<file path="src/rtl/vend_buyer_if.sv">
`default_nettype none
// ============================================================================
//  Module      : vend_buyer_if
//  Description : Signal bundle between the vending buyer and the vending
//                machine / purchase requester.
//                slave  : the buyer side (vend_buyer) - drives coins, vend,
//                         status and result flags.
//                master : the requester / machine side - drives start,
//                         target, serve and change.
//  Parameters  : WIDTH - width of target and paid amounts (nickel units).
//  Revision    : 1.0 - initial release
// ============================================================================
interface vend_buyer_if #(
    parameter int WIDTH = 4
);
    logic             start;
    logic [WIDTH-1:0] target;
    logic             serve;
    logic             change;
    logic             nickel;
    logic             dime;
    logic             quarter;
    logic             dispense;
    logic             done;
    logic             busy;
    logic [WIDTH-1:0] paid;
    logic             served;
    logic             changed;
    logic             timeout;

    modport slave (
        input  start, target, serve, change,
        output nickel, dime, quarter, dispense, done, busy, paid,
               served, changed, timeout
    );

    modport master (
        output start, target, serve, change,
        input  nickel, dime, quarter, dispense, done, busy, paid,
               served, changed, timeout
    );
endinterface
`default_nettype wire

</file>
<file path="src/rtl/vend_buyer.sv">
`default_nettype none
// ============================================================================
//  Module      : vend_buyer
//  Description : Automated buyer for a coin vending machine. On a purchase
//                request it inserts coins greedily (quarter/dime/nickel,
//                worth 5/2/1 units) with one idle cycle between coins until
//                the latched target is reached, requests a vend, then waits
//                for the machine's serve/change indication and acknowledges
//                it with done.
//  Ports       : clk - clock (rising edge)
//                rst - asynchronous active-low reset
//                vb  - vend_buyer_if.slave bundle:
//                      in : start, target, serve, change
//                      out: nickel, dime, quarter, dispense, done, busy,
//                           paid, served, changed, timeout
//  Options     : VEND_BUYER_TIMEOUT_EN - when defined, gives up waiting for
//                the machine after 16 cycles in WAIT and sets timeout.
//  Revision    : 1.0 - initial release
// ============================================================================
module vend_buyer #(
    parameter int WIDTH = 4
) (
    input  wire logic       clk,
    input  wire logic       rst,
    vend_buyer_if.slave     vb
);

    localparam logic [WIDTH-1:0] c_NICKEL  = WIDTH'(1);
    localparam logic [WIDTH-1:0] c_DIME    = WIDTH'(2);
    localparam logic [WIDTH-1:0] c_QUARTER = WIDTH'(5);

    typedef enum logic [2:0] {
        S_IDLE = 3'd0,
        S_COIN = 3'd1,
        S_GAP  = 3'd2,
        S_VEND = 3'd3,
        S_WAIT = 3'd4,
        S_ACK  = 3'd5
    } state_t;

    state_t           r_state;
    logic [WIDTH-1:0] r_target;
    logic [WIDTH-1:0] r_paid;
    logic             r_nickel;
    logic             r_dime;
    logic             r_quarter;
    logic             r_dispense;
    logic             r_done;
    logic             r_busy;
    logic             r_served;
    logic             r_changed;

`ifdef VEND_BUYER_TIMEOUT_EN
    logic [4:0]       r_wait_cnt;
    logic             r_timeout;
`endif

    // Greedy coin choice for the next insertion. In IDLE the coin goes out on
    // the same edge that accepts start, so the remaining amount is taken from
    // the live target input rather than the not-yet-loaded latch.
    logic [WIDTH-1:0] w_rem;
    logic [WIDTH-1:0] w_coin_val;
    logic             w_pick_q;
    logic             w_pick_d;
    logic             w_pick_n;

    always_comb begin
        w_rem      = (r_state == S_IDLE) ? vb.target : (r_target - r_paid);
        w_pick_q   = 1'b0;
        w_pick_d   = 1'b0;
        w_pick_n   = 1'b0;
        w_coin_val = c_NICKEL;
        if (w_rem >= c_QUARTER) begin
            w_pick_q   = 1'b1;
            w_coin_val = c_QUARTER;
        end else if (w_rem >= c_DIME) begin
            w_pick_d   = 1'b1;
            w_coin_val = c_DIME;
        end else begin
            w_pick_n   = 1'b1;
            w_coin_val = c_NICKEL;
        end
    end

    always_ff @(posedge clk or negedge rst) begin
        if (!rst) begin
            r_state    <= S_IDLE;
            r_target   <= '0;
            r_paid     <= '0;
            r_nickel   <= 1'b0;
            r_dime     <= 1'b0;
            r_quarter  <= 1'b0;
            r_dispense <= 1'b0;
            r_done     <= 1'b0;
            r_busy     <= 1'b0;
            r_served   <= 1'b0;
            r_changed  <= 1'b0;
`ifdef VEND_BUYER_TIMEOUT_EN
            r_wait_cnt <= '0;
            r_timeout  <= 1'b0;
`endif
        end else begin
            // Coin and vend lines are single-cycle pulses by default.
            r_nickel   <= 1'b0;
            r_dime     <= 1'b0;
            r_quarter  <= 1'b0;
            r_dispense <= 1'b0;

            case (r_state)
                S_IDLE: begin
                    if (vb.start) begin
                        r_target  <= vb.target;
                        r_served  <= 1'b0;
                        r_changed <= 1'b0;
                        r_busy    <= 1'b1;
`ifdef VEND_BUYER_TIMEOUT_EN
                        r_timeout <= 1'b0;
`endif
                        if (vb.target == '0) begin
                            r_paid     <= '0;
                            r_dispense <= 1'b1;
                            r_state    <= S_VEND;
                        end else begin
                            r_paid    <= w_coin_val;
                            r_quarter <= w_pick_q;
                            r_dime    <= w_pick_d;
                            r_nickel  <= w_pick_n;
                            r_state   <= S_COIN;
                        end
                    end
                end

                S_COIN: begin
                    r_state <= S_GAP;
                end

                S_GAP: begin
                    if (r_paid < r_target) begin
                        r_paid    <= r_paid + w_coin_val;
                        r_quarter <= w_pick_q;
                        r_dime    <= w_pick_d;
                        r_nickel  <= w_pick_n;
                        r_state   <= S_COIN;
                    end else begin
                        r_dispense <= 1'b1;
                        r_state    <= S_VEND;
                    end
                end

                S_VEND: begin
`ifdef VEND_BUYER_TIMEOUT_EN
                    r_wait_cnt <= '0;
`endif
                    r_state <= S_WAIT;
                end

                S_WAIT: begin
                    if (vb.serve || vb.change) begin
                        r_served  <= vb.serve;
                        r_changed <= vb.change;
                        r_done    <= 1'b1;
                        r_state   <= S_ACK;
                    end
`ifdef VEND_BUYER_TIMEOUT_EN
                    else if (r_wait_cnt == 5'd15) begin
                        // Sixteenth silent cycle: abandon without done.
                        r_timeout <= 1'b1;
                        r_busy    <= 1'b0;
                        r_state   <= S_IDLE;
                    end else begin
                        r_wait_cnt <= r_wait_cnt + 5'd1;
                    end
`endif
                end

                S_ACK: begin
                    if (vb.serve || vb.change) begin
                        // Late indications during the acknowledge are sticky.
                        r_served  <= r_served  | vb.serve;
                        r_changed <= r_changed | vb.change;
                    end else begin
                        r_done  <= 1'b0;
                        r_busy  <= 1'b0;
                        r_state <= S_IDLE;
                    end
                end

                default: begin
                    r_done  <= 1'b0;
                    r_busy  <= 1'b0;
                    r_state <= S_IDLE;
                end
            endcase
        end
    end

    assign vb.nickel   = r_nickel;
    assign vb.dime     = r_dime;
    assign vb.quarter  = r_quarter;
    assign vb.dispense = r_dispense;
    assign vb.done     = r_done;
    assign vb.busy     = r_busy;
    assign vb.paid     = r_paid;
    assign vb.served   = r_served;
    assign vb.changed  = r_changed;
`ifdef VEND_BUYER_TIMEOUT_EN
    assign vb.timeout  = r_timeout;
`else
    assign vb.timeout  = 1'b0;
`endif

endmodule
`default_nettype wire

</file>
<file path="src/flat_wrapper.sv">
// flat-port wrapper written by rule: the top's interface ports become plain ports
module vend_buyer_flat 
#(
    parameter int WIDTH = 4
)
  (clk, rst, vb_start, vb_target, vb_serve, vb_change, vb_nickel, vb_dime, vb_quarter, vb_dispense, vb_done, vb_busy, vb_paid, vb_served, vb_changed, vb_timeout);
  vend_buyer_if #(.WIDTH(WIDTH)) vb_i ();
  input  wire logic clk;
  input  wire logic rst;
  input wire logic [$bits(vb_i.start)-1:0] vb_start;
  input wire logic [$bits(vb_i.target)-1:0] vb_target;
  input wire logic [$bits(vb_i.serve)-1:0] vb_serve;
  input wire logic [$bits(vb_i.change)-1:0] vb_change;
  output wire logic [$bits(vb_i.nickel)-1:0] vb_nickel;
  output wire logic [$bits(vb_i.dime)-1:0] vb_dime;
  output wire logic [$bits(vb_i.quarter)-1:0] vb_quarter;
  output wire logic [$bits(vb_i.dispense)-1:0] vb_dispense;
  output wire logic [$bits(vb_i.done)-1:0] vb_done;
  output wire logic [$bits(vb_i.busy)-1:0] vb_busy;
  output wire logic [$bits(vb_i.paid)-1:0] vb_paid;
  output wire logic [$bits(vb_i.served)-1:0] vb_served;
  output wire logic [$bits(vb_i.changed)-1:0] vb_changed;
  output wire logic [$bits(vb_i.timeout)-1:0] vb_timeout;
  assign vb_i.start = vb_start;
  assign vb_i.target = vb_target;
  assign vb_i.serve = vb_serve;
  assign vb_i.change = vb_change;
  assign vb_nickel = vb_i.nickel;
  assign vb_dime = vb_i.dime;
  assign vb_quarter = vb_i.quarter;
  assign vb_dispense = vb_i.dispense;
  assign vb_done = vb_i.done;
  assign vb_busy = vb_i.busy;
  assign vb_paid = vb_i.paid;
  assign vb_served = vb_i.served;
  assign vb_changed = vb_i.changed;
  assign vb_timeout = vb_i.timeout;
  vend_buyer #(.WIDTH(WIDTH)) u_core (.clk(clk), .rst(rst), .vb(vb_i));
endmodule
</file>
<file path="config.mk">
export PLATFORM = sky130hd
export DESIGN_NAME = vend_buyer_flat
export DESIGN_NICKNAME = d
export VERILOG_FILES = /design/src/rtl/vend_buyer_if.sv /design/src/rtl/vend_buyer.sv /design/src/flat_wrapper.sv
export SDC_FILE = /design/constraint.sdc
export NUM_CORES = 1
export LEC_CHECK = 0
export CAP_MARGIN = 10
export CORE_MARGIN = 1
export CORE_UTILIZATION = 61
export CTS_CLUSTER_SIZE = 10
export DETAILED_ROUTE_END_ITERATION = 12
export DONT_BUFFER_PORTS = 1
export GPL_ROUTABILITY_DRIVEN = 0
export HOLD_SLACK_MARGIN = 0.02
export PLACE_DENSITY = 0.77
export SYNTH_ARGS = -nofsm -noshare
export SYNTH_HDL_FRONTEND = slang
export SYNTH_SLANG_ARGS = --single-unit
export TNS_END_PERCENT = 10
</file>
<file path="constraint.sdc">
create_clock -name clk -period 4.12 [get_ports clk]
set_clock_uncertainty 0.05 [all_clocks]
set_input_delay 0.824 -clock clk [delete_from_list [all_inputs] [get_ports clk]]
set_output_delay 0.824 -clock clk [all_outputs]
set_load 0.01 [all_outputs]
</file>
==> key figures, run 1 <==
Run status
  • Outcome: finished, final reports clean

Worst setup path
  • Worst Setup Start Kind: flip-flop
  • Worst reg2reg path depth: 11
  • RR Startpoint: u_core.vb.paid[1]$_DFFE_PN0P_
  • CP delay by family, top: adder cells
  • List of cells traversed by the critical path: inv_1 -> fa_1 -> xnor2_1 -> o22ai_1 -> a311o_1 -> a2bb2oi_1 -> ha_1 -> fa_1 -> xor2_1 -> a22o_1 -> a21o_1
  • Most frequent cell on the critical path: sky130_fd_sc_hd__fa_1
  • Category of the critical setup timing path: flip-flop to flip-flop
  • Worst-case register-to-register setup slack: 0.82 ns
  • Terminus of the critical flop-to-flop path: u_core.vb.paid[2]$_DFFE_PN0P_
  • Endpoint arrival time on the critical path: 3.45 ns
  • Critical path endpoint category: flip-flop
  • Delay of the slowest cell on the worst path: 0.52 ns
  • Crit path max fanout: 5
  • Critical path buffers and inverters: 1
  • Data required time of the worst path: 4.27 ns
  • Standard cell with the maximum stage delay on the critical path: sky130_fd_sc_hd__dfrtp_1

Hold path
  • Path type of the worst min-delay path: input port to asynchronous set/reset pin

Cells and area
  • Number of fill cells: between 100 and 150
  • Count of antenna diodes in the layout: 0
  • Number of nets in the finished design: between 100 and 150
  • Share of post-route cells with drive strength above 1: 0.121
  • Combined area of the multi-input logic cells: around 660 um^2
  • Layout overhead on the synthesized area: 3.03%
  • Utilization of the core after routing: 0.692
  • Area of all sequential standard cells: 475 um^2

Global routing
  • Total global-route track usage: 0.267
  • Via count of the first global-routing pass: ~860
  • Pin count of the biggest net entering global routing: 20
  • Global-route wire length before repair: roughly 4000 um
  • Leftover overflow at the end of global routing: 0
  • Number of antenna violations at the first check in global routing: 0

Yosys
  • Total number of yosys warnings: 0
  • Number of library cell types mapped by synthesis: 44
  • Largest area contributor in the synthesized netlist: sky130_fd_sc_hd__dfrtp_1
  • Dominant cells by area after synthesis: sky130_fd_sc_hd__dfrtp_1 40%, sky130_fd_sc_hd__ha_1 7.3%, sky130_fd_sc_hd__inv_1 3.8%, sky130_fd_sc_hd__mux2_2 3.8%, sky130_fd_sc_hd__nand2_1 3.4%
  • Flip-flop and latch count after synthesis: 19
  • Area share of the largest cell type after synthesis: 0.397
  • Cell types with the highest counts after synthesis: 19 x sky130_fd_sc_hd__dfrtp_1, 12 x sky130_fd_sc_hd__inv_1, 11 x sky130_fd_sc_hd__nand2_1, 8 x sky130_fd_sc_hd__a21oi_1, 8 x sky130_fd_sc_hd__o21ai_0
  • Number of enable-type register cells in the synthesized netlist: 0
  • Post-Synthesis Net Count: 142
  • Synthesized netlist cell count: around 120
  • Mapped cell area: about 0.0012 mm^2
  • Dominant register cell in the synthesized netlist: sky130_fd_sc_hd__dfrtp_1
  • Post-synthesis average cell area: 9.66 um^2
  • Cell with the most instances after synthesis: sky130_fd_sc_hd__dfrtp_1
  • Sequential share of the synthesized area: 0.397
  • Async SR Flop Fraction: 1.00

Clocking
  • Num Clock Sinks: 19
  • Clock tree from TritonCTS: built
  • Post-CTS setup buffer count: 0
  • Post-cts resize count: 0
  • Number of buffers between clock root and the deepest sink: 2
  • Clock Root Buffer: sky130_fd_sc_hd__clkbuf_4
  • Worst-Skew Late Latency: roughly 0.3 ns
  • Inserted Clock Buffers: 3
  • Depth of the CTS H-tree: 1
  • Clk slew on worst S/H paths: approximately 0.1 ns
  • Hold buffer count at CTS: 0

Routing
  • Detail Route met2 WL: between 1000 and 1500 um
  • Aggregate routed wire length: between 2000 and 2500 um
  • Via density per instance: 6.23
  • First-iteration detailed-routing DRC count: 26
  • Total met3 wirelength after detailed routing: 208 um
  • DRC violation count after routing: 0
  • Uppermost layer routed: met4
  • Count of antenna-violating nets left after detailed routing: 0
  • Vias after detailed routing: between 900 and 1k
  • Detailed-route wire length on metal 1: approximately 1100 um
  • Routed length per instance: approximately 16 um
  • First-pass iteration count of the detailed router: 5

Placement
  • Half-perimeter wire length of the detailed placement result: between 1500 and 2000 um
  • Input/output buffers: 0

Floorplan
  • I/O pin count: 22
  • Overall die width: ~46 um
  • Row cnt: 15
  • Floorplan Core Area: 0.00178 mm^2
  • Die H: around 46 um
  • Full die area: ~0.0021 mm^2
  • Effective utilization at floorplan: 0.672

Job
  • Maxcap violations: 0

Timing
  • Setup violation total in the final timing report: 0
  • Maximum clock rate: 303 MHz
  • RSZ-0062 raised after global routing: no
  • Slew Viols, Final: 0
  • Setup tns final: 0 ns
  • Post-route clock period utilization: 0.801
  • Number of failing hold endpoints at the final stage: 0
  • Worst relative slew slack: 0.633
  • Shortest clock period the worst path allows after layout: ~3.3 ns
  • Measured slew at the worst slew-check pin: ~0.55 ns

Pwr
  • Final Total Pwr: ~1200 uW
  • Maximum VDD drop: ~510 uV
  • Leakage power total: 0.000565 uW
  • P per Cell Area: between 900 and 1000 mW/mm^2
## through the flow
stage | cell area, um^2 | setup slack [ns] | hold slack (ns) | cells
2_1_floorplan | 1200 | 1.07 | 0.429 | 124
3_3_place_gp | 1210 | 0.980 | 0.441 | 145
3_5_place_dp | 1210 | 0.861 | 0.458 | 145
4_1_cts | 1230 | 0.831 | 0.149 | 149
5_1_grt | 1230 | 0.686 | 0.126 | 149
6_report | 1230 | 0.819 | 0.154 | 149
## flip-flops by register name (all words and copies together) (netlist names)
register            flops
u_core.r_target         4
u_core.vb.nickel        1
u_core.vb.quarter       1
u_core.vb.dime          1
u_core.vb.dispense      1
u_core.vb.changed       1
u_core.r_state          3
u_core.vb.busy          1
u_core.vb.paid          4
u_core.vb.served        1
u_core.vb.done          1
## final cells by class
type,instances,area share
clock buffers,4,0.0213
well taps,25,0.0254
multi-input cells,89,0.531
inverters,12,0.0365
flip-flops and latches,19,0.385
## power by group
group	total, uW	internal [uW]	leakage [uW]	switching (uW)
registers	376	266	0.000233	110
clock network	93.3	37.8	0.0000150	55.5
logic	705	336	0.000317	369
## how the worst max path moves through the flow
| stage | from | endpoint | slack (ns) | depth (start not counted) |
|---|---|---|---|---|
| final | u_core.vb.paid[1]$_DFFE_PN0P_ | u_core.vb.paid[2]$_DFFE_PN0P_ | 0.82 | 11 |
| after global routing | u_core.vb.paid[0]$_DFFE_PN0P_ | u_core.vb.paid[2]$_DFFE_PN0P_ | 0.69 | 12 |
| after CTS | u_core.vb.paid[1]$_DFFE_PN0P_ | u_core.vb.paid[2]$_DFFE_PN0P_ | 0.83 | 11 |
| after detailed placement | u_core.vb.paid[1]$_DFFE_PN0P_ | u_core.vb.paid[2]$_DFFE_PN0P_ | 0.86 | 11 |
| after global placement | u_core.vb.paid[0]$_DFFE_PN0P_ | u_core.vb.paid[2]$_DFFE_PN0P_ | 0.98 | 12 |
| after floorplan | u_core.vb.paid[0]$_DFFE_PN0P_ | u_core.vb.paid[2]$_DFFE_PN0P_ | 1.07 | 12 |
## cell families after synthesis
family          synth area share
mux                       0.0460
simple gates               0.162
xor+xnor                  0.0219
compound gates             0.208
flops                      0.397
fa+ha+maj                  0.107
buf+inv                   0.0554
other cells              0.00313
## layer usage
metal  GRT usage  up-vias
met5           0        -
met4      0.0765        0
met3      0.0863        5
met2       0.372       45
met1       0.392      441
li1            -      438
## cell usage in the layout, fill, tap and decap left out, types with 3 or more instances in the layout
cell                       instances
sky130_fd_sc_hd__dfrtp_1          19
sky130_fd_sc_hd__inv_1            12
sky130_fd_sc_hd__nand2_1          11
sky130_fd_sc_hd__o21ai_0           8
sky130_fd_sc_hd__a21oi_1           8
sky130_fd_sc_hd__nor2_1            7
sky130_fd_sc_hd__ha_1              7
sky130_fd_sc_hd__nor2b_1           5
sky130_fd_sc_hd__nor3_1            4
sky130_fd_sc_hd__mux2_2            4
sky130_fd_sc_hd__clkbuf_4          3
(Power assumes the default switching activity.)
==> run 2: changes to the inputs <==
- clock period: 4.12 -> 3.2 ns (I/O delays scaled with it)
==> key figures, run 2 (synthesized netlist as in run 1, its figures left out) <==
Routing
  • Count of antenna-violating nets left after detailed routing: 0 (unchanged)
  • Via density per instance: 6.31 (was 6.23)
  • Vias after detailed routing: 990 (was 929)
  • Routed length per instance: 16.3 um (about the same)
  • DRC violation count after routing: 0 (unchanged)
  • Detailed-route wire length on metal 1: 1130 um (was 1090 um)
  • Total met3 wirelength after detailed routing: 227 um (was 208 um)
  • Detail Route met2 WL: 1170 um (was 1100 um)
  • Aggregate routed wire length: 2560 um (was 2430 um)
  • Uppermost layer routed: met4 (unchanged)
  • First-iteration detailed-routing DRC count: 30 (was 26)
  • First-pass iteration count of the detailed router: 4 (was 5)

Timing
  • Worst Hold Slack: 0.422 ns (was 0.154 ns)
  • Setup tns final: 0 ns (unchanged)
  • Shortest clock period the worst path allows after layout: 3.19 ns (was 3.30 ns)
  • Measured slew at the worst slew-check pin: 0.831 ns (was 0.547 ns)
  • RSZ-0062 raised after global routing: yes (was no)
  • Worst relative slew slack: 0.444 (was 0.633)
  • Setup violation total in the final timing report: 0 (unchanged)
  • Maximum clock rate: 313 MHz (was 303 MHz)
  • Post-route clock period utilization: 0.998 (was 0.801)
  • Number of failing hold endpoints at the final stage: 0 (unchanged)
  • Slew Viols, Final: 0 (unchanged)

Floorplan
  • Full die area: 0.00214 mm^2 (unchanged)
  • Effective utilization at floorplan: 0.672 (unchanged)
  • Floorplan Core Area: 0.00178 mm^2 (unchanged)
  • I/O pin count: 22 (unchanged)
  • Die H: 46.3 um (unchanged)
  • Overall die width: 46.3 um (unchanged)
  • Row cnt: 15 (unchanged)

Placement
  • Half-perimeter wire length of the detailed placement result: 1790 um (was 1850 um)
  • Cell area after placement: 0.00124 mm^2 (was 0.00121 mm^2)
  • Input/output buffers: 0 (unchanged)
  • Cell total after placement: 149 (was 145)

Pwr
  • Leakage power total: 0.000606 uW (was 0.000565 uW)
  • Maximum VDD drop: 750 uV (was 508 uV)
  • P per Cell Area: 1300 mW/mm^2 (was 951 mW/mm^2)

Run status
  • Outcome: finished, final reports clean (unchanged)

Clocking
  • Worst-Skew Late Latency: 0.30 ns (about the same)
  • Clock tree from TritonCTS: built (unchanged)
  • Num Clock Sinks: 19 (unchanged)
  • Number of buffers between clock root and the deepest sink: 2 (unchanged)
  • Clk slew on worst S/H paths: 0.11 ns (was 0.10 ns)
  • Clock Root Buffer: sky130_fd_sc_hd__clkbuf_4 (unchanged)
  • Depth of the CTS H-tree: 1 (unchanged)
  • Inserted Clock Buffers: 3 (unchanged)

Cells and area
  • Count of antenna diodes in the layout: 0 (unchanged)
  • Post-route insts no fill: 157 (was 149)
  • Utilization of the core after routing: 0.739 (was 0.692)
  • Share of post-route cells with drive strength above 1: 0.212 (was 0.121)
  • Layout overhead on the synthesized area: 10.0% (was 3.03%)
  • Most common cell after layout, fill and taps aside: sky130_fd_sc_hd__dfrtp_1 (unchanged)
  • Number of nets in the finished design: 151 (was 143)
  • Leading cell types in the layout, fill and taps excluded: 19 x sky130_fd_sc_hd__dfrtp_1, 11 x sky130_fd_sc_hd__inv_1, 11 x sky130_fd_sc_hd__nand2_1, 8 x sky130_fd_sc_hd__a21oi_1 (was 19 x sky130_fd_sc_hd__dfrtp_1, 12 x sky130_fd_sc_hd__inv_1, 11 x sky130_fd_sc_hd__nand2_1, 8 x sky130_fd_sc_hd__o21ai_0, 8 x sky130_fd_sc_hd__a21oi_1)
  • Finished Cell Area: 0.00132 mm^2 (was 0.00123 mm^2)

Global routing
  • Global-route wire length before repair: 3960 um (was 3900 um)
  • Leftover overflow at the end of global routing: 0 (unchanged)
  • Pin count of the biggest net entering global routing: 20 (unchanged)
  • Number of antenna violations at the first check in global routing: 0 (unchanged)
  • Total global-route track usage: 0.265 (was 0.267)
  • Via count of the first global-routing pass: 903 (was 859)

Worst setup path
  • Category of the critical setup timing path: flip-flop to flip-flop (unchanged)
  • Endpoint arrival time on the critical path: 3.34 ns (was 3.45 ns)
  • Crit path max fanout: 3 (was 5)
  • Critical path endpoint category: flip-flop (unchanged)
  • Data required time of the worst path: 3.35 ns (was 4.27 ns)
  • Worst Setup Start Kind: flip-flop (unchanged)

Job
  • Maxcap violations: 0 (unchanged)

Hold path
  • Path type of the worst min-delay path: input port to flip-flop (was input port to asynchronous set/reset pin)
[run 2: cell count changes in the layout (fill, tap and decap cells not counted), sizes merged]
cell and delta:
buf +7, dlygate4sd3 +1
[run 2: worst paths after layout]
| kind | startpoint | end | slack [ns] | cells after the start |
|---|---|---|---|---|
| setup / recovery | u_core.vb.paid[0]$_DFFE_PN0P_ | u_core.vb.paid[2]$_DFFE_PN0P_ | 0.006 | 12 |
| hold reg to reg | u_core.r_target[0]$_DFFE_PN0P_ | u_core.r_target[0]$_DFFE_PN0P_ | 0.46 | 1 |
| min in group asynchronous | rst | u_core.vb.nickel$_DFF_PN0_ | 0.82 | 1 |
| max in group asynchronous | rst | u_core.vb.paid[0]$_DFFE_PN0P_ | 1.76 | 1 |
| hold / removal | vb_serve | u_core.vb.served$_DFFE_PN0P_ | 0.42 | 1 |
| setup reg to reg | u_core.vb.paid[0]$_DFFE_PN0P_ | u_core.vb.paid[2]$_DFFE_PN0P_ | 0.006 | 12 |
[run 2: metal layers]
layer,global-route usage,up-vias
met2,0.375,53
met1,0.374,477
met4,0.106,0
met5,0,-
met3,0.0784,5
li1,-,455
[run 2: through the flow]
stage / setup slack [ns] / power, uW
floorplan: 0.154 / 1190
finish: 0.00586 / 1710
CTS: 0.000804 / 1520
global route: -0.111 / 1850
global placement: 0.122 / 1350
detailed placement: 0.0287 / 1390
[run 2: final cells by class]
type | count | area (um^2)
fillers | 134 | 465
multi-input cells | 89 | 677
inverters | 12 | 45.0
clock buffers | 4 | 26.3
repair buffers | 8 | 62.6
flip-flops and latches | 19 | 475
well taps | 25 | 31.3
[run 2: critical path, cell delays in order (launching register included)]
cell and delay, ns:
sky130_fd_sc_hd__dfrtp_1 0.42, sky130_fd_sc_hd__ha_2 0.19, sky130_fd_sc_hd__inv_2 0.05, sky130_fd_sc_hd__fa_2 0.43, sky130_fd_sc_hd__and2b_2 0.23, sky130_fd_sc_hd__o22ai_1 0.07, sky130_fd_sc_hd__a311o_1 0.37, sky130_fd_sc_hd__a2bb2oi_2 0.16
sky130_fd_sc_hd__ha_2 0.23, sky130_fd_sc_hd__fa_1 0.39, sky130_fd_sc_hd__xor2_1 0.18, sky130_fd_sc_hd__a22o_1 0.18, sky130_fd_sc_hd__a21o_1 0.15
[run 2: repair_timing]
| action | in CTS | in global routing |
|---|---|---|
| buffers inserted | 0 | 3 |
| setup endpoints to repair | 0 | 3 |
| hold buffers | 1 | 0 |
| resized for setup | 0 | 7 |
| hold endpoints to repair | 19 | 0 |
[run 2: report_power, final]
group | switching (uW) | internal (uW)
registers | 108 | 342
clock network | 73.1 | 48.6
logic | 577 | 558
total | 758 | 948
